<file path="src/rtl/text_ram_arbiter.sv">
// Single-port text RAM arbiter: display fetcher (fixed priority) vs line-edit engine.
// Optional starvation guard for the editor is built when TEXT_ARB_STARVE_GUARD_EN is defined.

`ifndef TEXT_RAM_LINE_WIDTH
`define TEXT_RAM_LINE_WIDTH 128
`endif

module text_ram_arbiter #(
  parameter int ADDR_W       = 8,
  parameter int DATA_W       = `TEXT_RAM_LINE_WIDTH,
  parameter int READ_LATENCY = 2,
  parameter int STARVE_MAX   = 4
) (
  input  logic              clk,
  input  logic              rst_n,
  input  logic              disp_req,
  input  logic [ADDR_W-1:0] disp_addr,
  output logic              disp_gnt,
  output logic              disp_rvalid,
  output logic [DATA_W-1:0] disp_rdata,
  input  logic              ed_req,
  input  logic              ed_wren,
  input  logic [ADDR_W-1:0] ed_addr,
  input  logic [DATA_W-1:0] ed_wdata,
  output logic              ed_gnt,
  output logic              ed_rvalid,
  output logic [DATA_W-1:0] ed_rdata,
  output logic [ADDR_W-1:0] ram_addr,
  output logic              ram_wren,
  output logic [DATA_W-1:0] ram_wdata,
  input  logic [DATA_W-1:0] ram_rdata,
  output logic              dbg_state
);

  localparam int DEPTH = 1 + READ_LATENCY;

  typedef enum logic {
    PRI_DISP = 1'b0,
    PRI_EDIT = 1'b1
  } arb_state_t;

  arb_state_t state;
  logic       edit_first;

  // Handshake: a requester holds req and payload; gnt is a same-cycle accept pulse,
  // and the RAM sees the accepted access on the following cycle.
  assign disp_gnt = rst_n & disp_req & ~edit_first;
  assign ed_gnt   = rst_n & ed_req & (edit_first | ~disp_req);

`ifdef TEXT_ARB_STARVE_GUARD_EN
  logic [3:0] starve_cnt;

  always_ff @(posedge clk or negedge rst_n) begin
    if (!rst_n) begin
      state      <= PRI_DISP;
      starve_cnt <= 4'd0;
    end else if (ed_gnt || !ed_req) begin
      state      <= PRI_DISP;
      starve_cnt <= 4'd0;
    end else if (disp_gnt) begin
      // Counter clears when priority flips, so it never wraps.
      if (starve_cnt + 4'd1 >= 4'(STARVE_MAX)) begin
        state      <= PRI_EDIT;
        starve_cnt <= 4'd0;
      end else begin
        starve_cnt <= starve_cnt + 4'd1;
      end
    end
  end

  assign edit_first = (state == PRI_EDIT) & ed_req;
`else
  assign state      = PRI_DISP;
  assign edit_first = 1'b0;
`endif

  assign dbg_state = state;

  always_ff @(posedge clk or negedge rst_n) begin
    if (!rst_n) begin
      ram_addr  <= '0;
      ram_wren  <= 1'b0;
      ram_wdata <= '0;
    end else begin
      ram_wren <= ed_gnt & ed_wren;
      if (disp_gnt) begin
        ram_addr <= disp_addr;
      end else if (ed_gnt) begin
        ram_addr  <= ed_addr;
        ram_wdata <= ed_wdata;
      end
    end
  end

  // Read tags: bit 0 enters with the grant, the top bit lines up with ram_rdata.
  logic [DEPTH-1:0] tag_v;
  logic [DEPTH-1:0] tag_o;

  always_ff @(posedge clk or negedge rst_n) begin
    if (!rst_n) begin
      tag_v <= '0;
      tag_o <= '0;
    end else begin
      tag_v <= {tag_v[DEPTH-2:0], disp_gnt | (ed_gnt & ~ed_wren)};
      tag_o <= {tag_o[DEPTH-2:0], ed_gnt};
    end
  end

  assign disp_rvalid = tag_v[DEPTH-1] & ~tag_o[DEPTH-1];
  assign ed_rvalid   = tag_v[DEPTH-1] &  tag_o[DEPTH-1];
  assign disp_rdata  = ram_rdata;
  assign ed_rdata    = ram_rdata;

endmodule

</file>
<file path="config.mk">
export PLATFORM = sky130hd
export DESIGN_NAME = text_ram_arbiter
export DESIGN_NICKNAME = d
export VERILOG_FILES = /design/src/rtl/text_ram_arbiter.sv
export SDC_FILE = /design/constraint.sdc
export NUM_CORES = 1
export LEC_CHECK = 0
export BUFFER_PORTS_ARGS = -buffer_cell sky130_fd_sc_hd__buf_2
export CORE_AREA = 2 2 265 267
export CTS_CLUSTER_DIAMETER = 30
export DETAILED_ROUTE_END_ITERATION = 6
export DIE_AREA = 0 0 267 269
export GPL_TIMING_DRIVEN = 0
export HOLD_SLACK_MARGIN = 0.03
export PLACE_DENSITY_LB_ADDON = 0.08
export SYNTH_ARGS = -nofsm -noshare
export SYNTH_HDL_FRONTEND = slang
export SYNTH_SLANG_ARGS = --single-unit
</file>
<file path="constraint.sdc">
create_clock -name clk -period 1.2 [get_ports clk]
set_input_delay 0.24 -clock clk [delete_from_list [all_inputs] [get_ports clk]]
set_output_delay 0.24 -clock clk [all_outputs]
set_load 0.05 [all_outputs]
</file>
==> flow_metrics.tcl <==
set metrics [dict create \
    outcome "finished with violations" \
    violations "negative setup slack" \
    area.growth.synth_to_final_pct 101.2 \
    synthCells 580 \
    vdd_drop_max_v 0.0009588 \
    die_w_um 267 \
    grt_max_degree 38 \
    power.internal_mw 12.76 \
    clkPwrFrac_pct 25.6 \
    cap_violations 0 \
    clkTransAtPathRegs_ns 0.06 \
    endpoint_kind "output pin" \
    yosysTopAreaCellShare_pct 48.87 \
    yosys.area.top_type "dfrtp_1" \
    portBuffers 545 \
    num_antenna_cells 0 \
    finalHoldViolations 0 \
    num_rows 97 \
    relSlewSlack_pct 33.90 \
    finalWorstSetupSlack_ns -0.1970 \
    cts_buffer_depth 2 \
    tightest_slew_ns 0.9915 \
    dr.pass1.iters 4 \
    slowest_stage "dfrtp_1" \
    avgSynthCellArea_um2 12.62 \
    worstSetupPathType "reg -> out" \
    die_h_um 269 \
    synth_warnings 0 \
    synthTopCellsByArea "dfrtp_1, buf_4, mux2_1" \
    grt_pass1_wl_um 43090 \
    p_per_area_nw_per_um2 1491 \
    cp_top_family "flip-flops" \
    dieArea_um2 71820 \
    hpwl_um 23740 \
    core_area_um2 69300 \
    track_usage_pct 8.271 \
    layout-drive-gt1-share_pct 68.41 \
    fin_cells 2282 \
    globalRoute.totalOverflow 0 \
    cts_tree "built" \
    wire_per_inst_um 13.70 \
    setup_viol 139 \
    seqPwrFrac_pct 28.6 \
    holdWs_ns 0.2126 \
    post-place-ws_ns -1.570 \
    drt_iter0_drc 102 \
    clk_latency_ns 0.46 \
    cp_num_buf_inv 1 \
    grt_pass1_vias 6748 \
    gp_congestion 0.6454 \
    initial_core_util_pct 10.57 \
    switching_power_mw 9.193 \
    fin_nets 1608 \
    antenna_found_initial 3 \
    slew_violations 0 \
    period_minus_slack_ns 1.397 \
    fin_util_pct 21.26 \
    vias_per_cell 2.895 \
    ys_types 20 \
    clock_skew_ns 0.002391 \
    rsz0062_at_grt "yes" \
    power_frac_comb_pct 45.7 \
    crit_fanout 2 \
    clock.fmax_mhz 715.8 \
    numCtsBuffers 17 \
    switching_share_pct 41.87 \
    p_total_mw 21.96 \
    vias 6607 \
    ys_seq_area_share_pct 48.87 \
    final.period_utilization_pct 116.4 \
    syn_area_um2 7322 \
    critPathLaunchType "register" \
    synth_fp_nets 857 \
    h-tree-depth 4 \
    required_ns 0.96 \
    place_inst 2066 \
    pin_count 675 \
    min_path_type "in -> reg" \
    cp.arrival_ns 1.16 \
    p_leak_nw 7.244 \
    root_buffer "clkbuf_16" \
    ys_seq_elements 143 \
    cts.sinks 143 \
    drcViolationCount 0 \
    path_cells "and2_4, buf_6" \
    totalWireLength_um 31260 \
    final_antenna_net_count 0 \
    critPathMaxStageDelay_ns 0.39 \
]
tightest hold or removal path, cell delays in order:
cell,delay [ns]
buf_2,0.14
nor2b_1,0.14
o21a_1,0.12
cells by family (layout without fill, tap and decap cells):
kind of cell	count (synthesis)	in the layout	synth area share [%]
other	1	1	0.05122
muxes	128	128	19.69
and+or+nand+nor	16	16	1.128
buffers and inverters	275	1037	28.52
AOI/OAI and AO/OA	17	17	1.743
DFF	143	143	48.87
cell usage in the layout, fill, tap and decap left out, drive strengths merged:
| master | count |
|---|---|
| and2 | 2 |
| dlygate4sd3 | 150 |
| clkinv | 6 |
| o32ai | 8 |
| or2 | 1 |
| clkinvlp | 3 |
| bufbuf | 4 |
| conb | 1 |
| dlymetal6s4s | 1 |
| buf | 848 |
| clkbuf | 22 |
| nand2 | 2 |
| mux2 | 128 |
| nor2 | 9 |
| bufinv | 3 |
| dfrtp | 143 |
| o21a | 1 |
| o22ai | 8 |
| nor2b | 2 |
Yosys cell counts:
| cell type | instances |
|---|---|
| o22ai_1 | 8 |
| nor2_4 | 1 |
| nor2_1 | 8 |
| buf_8 | 1 |
| buf_2 | 4 |
| buf_4 | 257 |
| dfrtp_1 | 143 |
| o32ai_1 | 8 |
| clkbuf_1 | 2 |
| buf_6 | 10 |
| conb_1 | 1 |
| and2_1 | 2 |
| nor2b_1 | 2 |
| mux2_1 | 100 |
| nand2_2 | 1 |
| mux2_2 | 28 |
| nand2_1 | 1 |
| inv_1 | 1 |
| or2_2 | 1 |
| o21a_1 | 1 |
flip-flops by register name, indices dropped and copies added (netlist names):
signal and count:
ram_wren 1, ram_addr 8, tag_o 3, ram_wdata 128
tag_v 3
power by group through the flow:
stage | logic (mW) | clock network, mW | registers [mW]
6_report | 10.0 | 5.63 | 6.29
5_1_grt | 10.5 | 6.16 | 6.41
4_1_cts | 10.1 | 6.05 | 6.29
3_5_place_dp | 8.38 | 0 | 6.17
3_3_place_gp | 8.39 | 0 | 6.15
2_1_floorplan | 3.10 | 0 | 9.25
path summary, 6_finish.rpt:
check,start,to,slack (ns),cells after the start
worst max-delay path,tag_o[2],ed_rvalid,-0.20,2
min in group asynchronous,rst_n,ram_wdata[113],0.26,3
worst max register to register,ram_wdata[58],ram_wdata[58],0.17,3
worst min-delay path,ed_req,tag_v[0],0.21,3
worst min register to register,tag_o[0],tag_o[1],0.35,0
max in group asynchronous,rst_n,ram_wdata[122],0.32,4
metal layers:
metal,global-route usage [%],wire length (um),up-vias
li1,-,-,3170
met1,8.393,11030,3143
met2,15.04,17200,265
met3,3.562,2526,25
met4,3.022,476,4
met5,0,23,-
through the flow:
step	TNS, ns	area, um2
floorplan	-1.131	7337
global placement	-1037.70	11240
detailed placement	-209.39	11280
CTS	-21.19	14610
global route	-17.57	14730
finish	-8.125	14730
area by class of cell:
| cell class | count | area, um2 |
|---|---|---|
| fill | 7630 | 54570 |
| timing repair buffer | 732 | 5565 |
| sequential | 143 | 3578 |
| buffer | 274 | 2127 |
| multi-input combinational | 162 | 1690 |
| tap | 940 | 1176 |
| clock buffer | 19 | 442.9 |
| clock inverter | 11 | 142.6 |
| inverter | 1 | 7.507 |
what timing repair did:
item,in CTS,in global routing
hold endpoints to repair,224,18
endpoints found under the setup margin,280,225
setup buffers,19,11
pin swaps,2,0
hold buffers,151,1
gates cloned,4,1
resized for setup,296,5
Power figures use the tool's default switching activity.
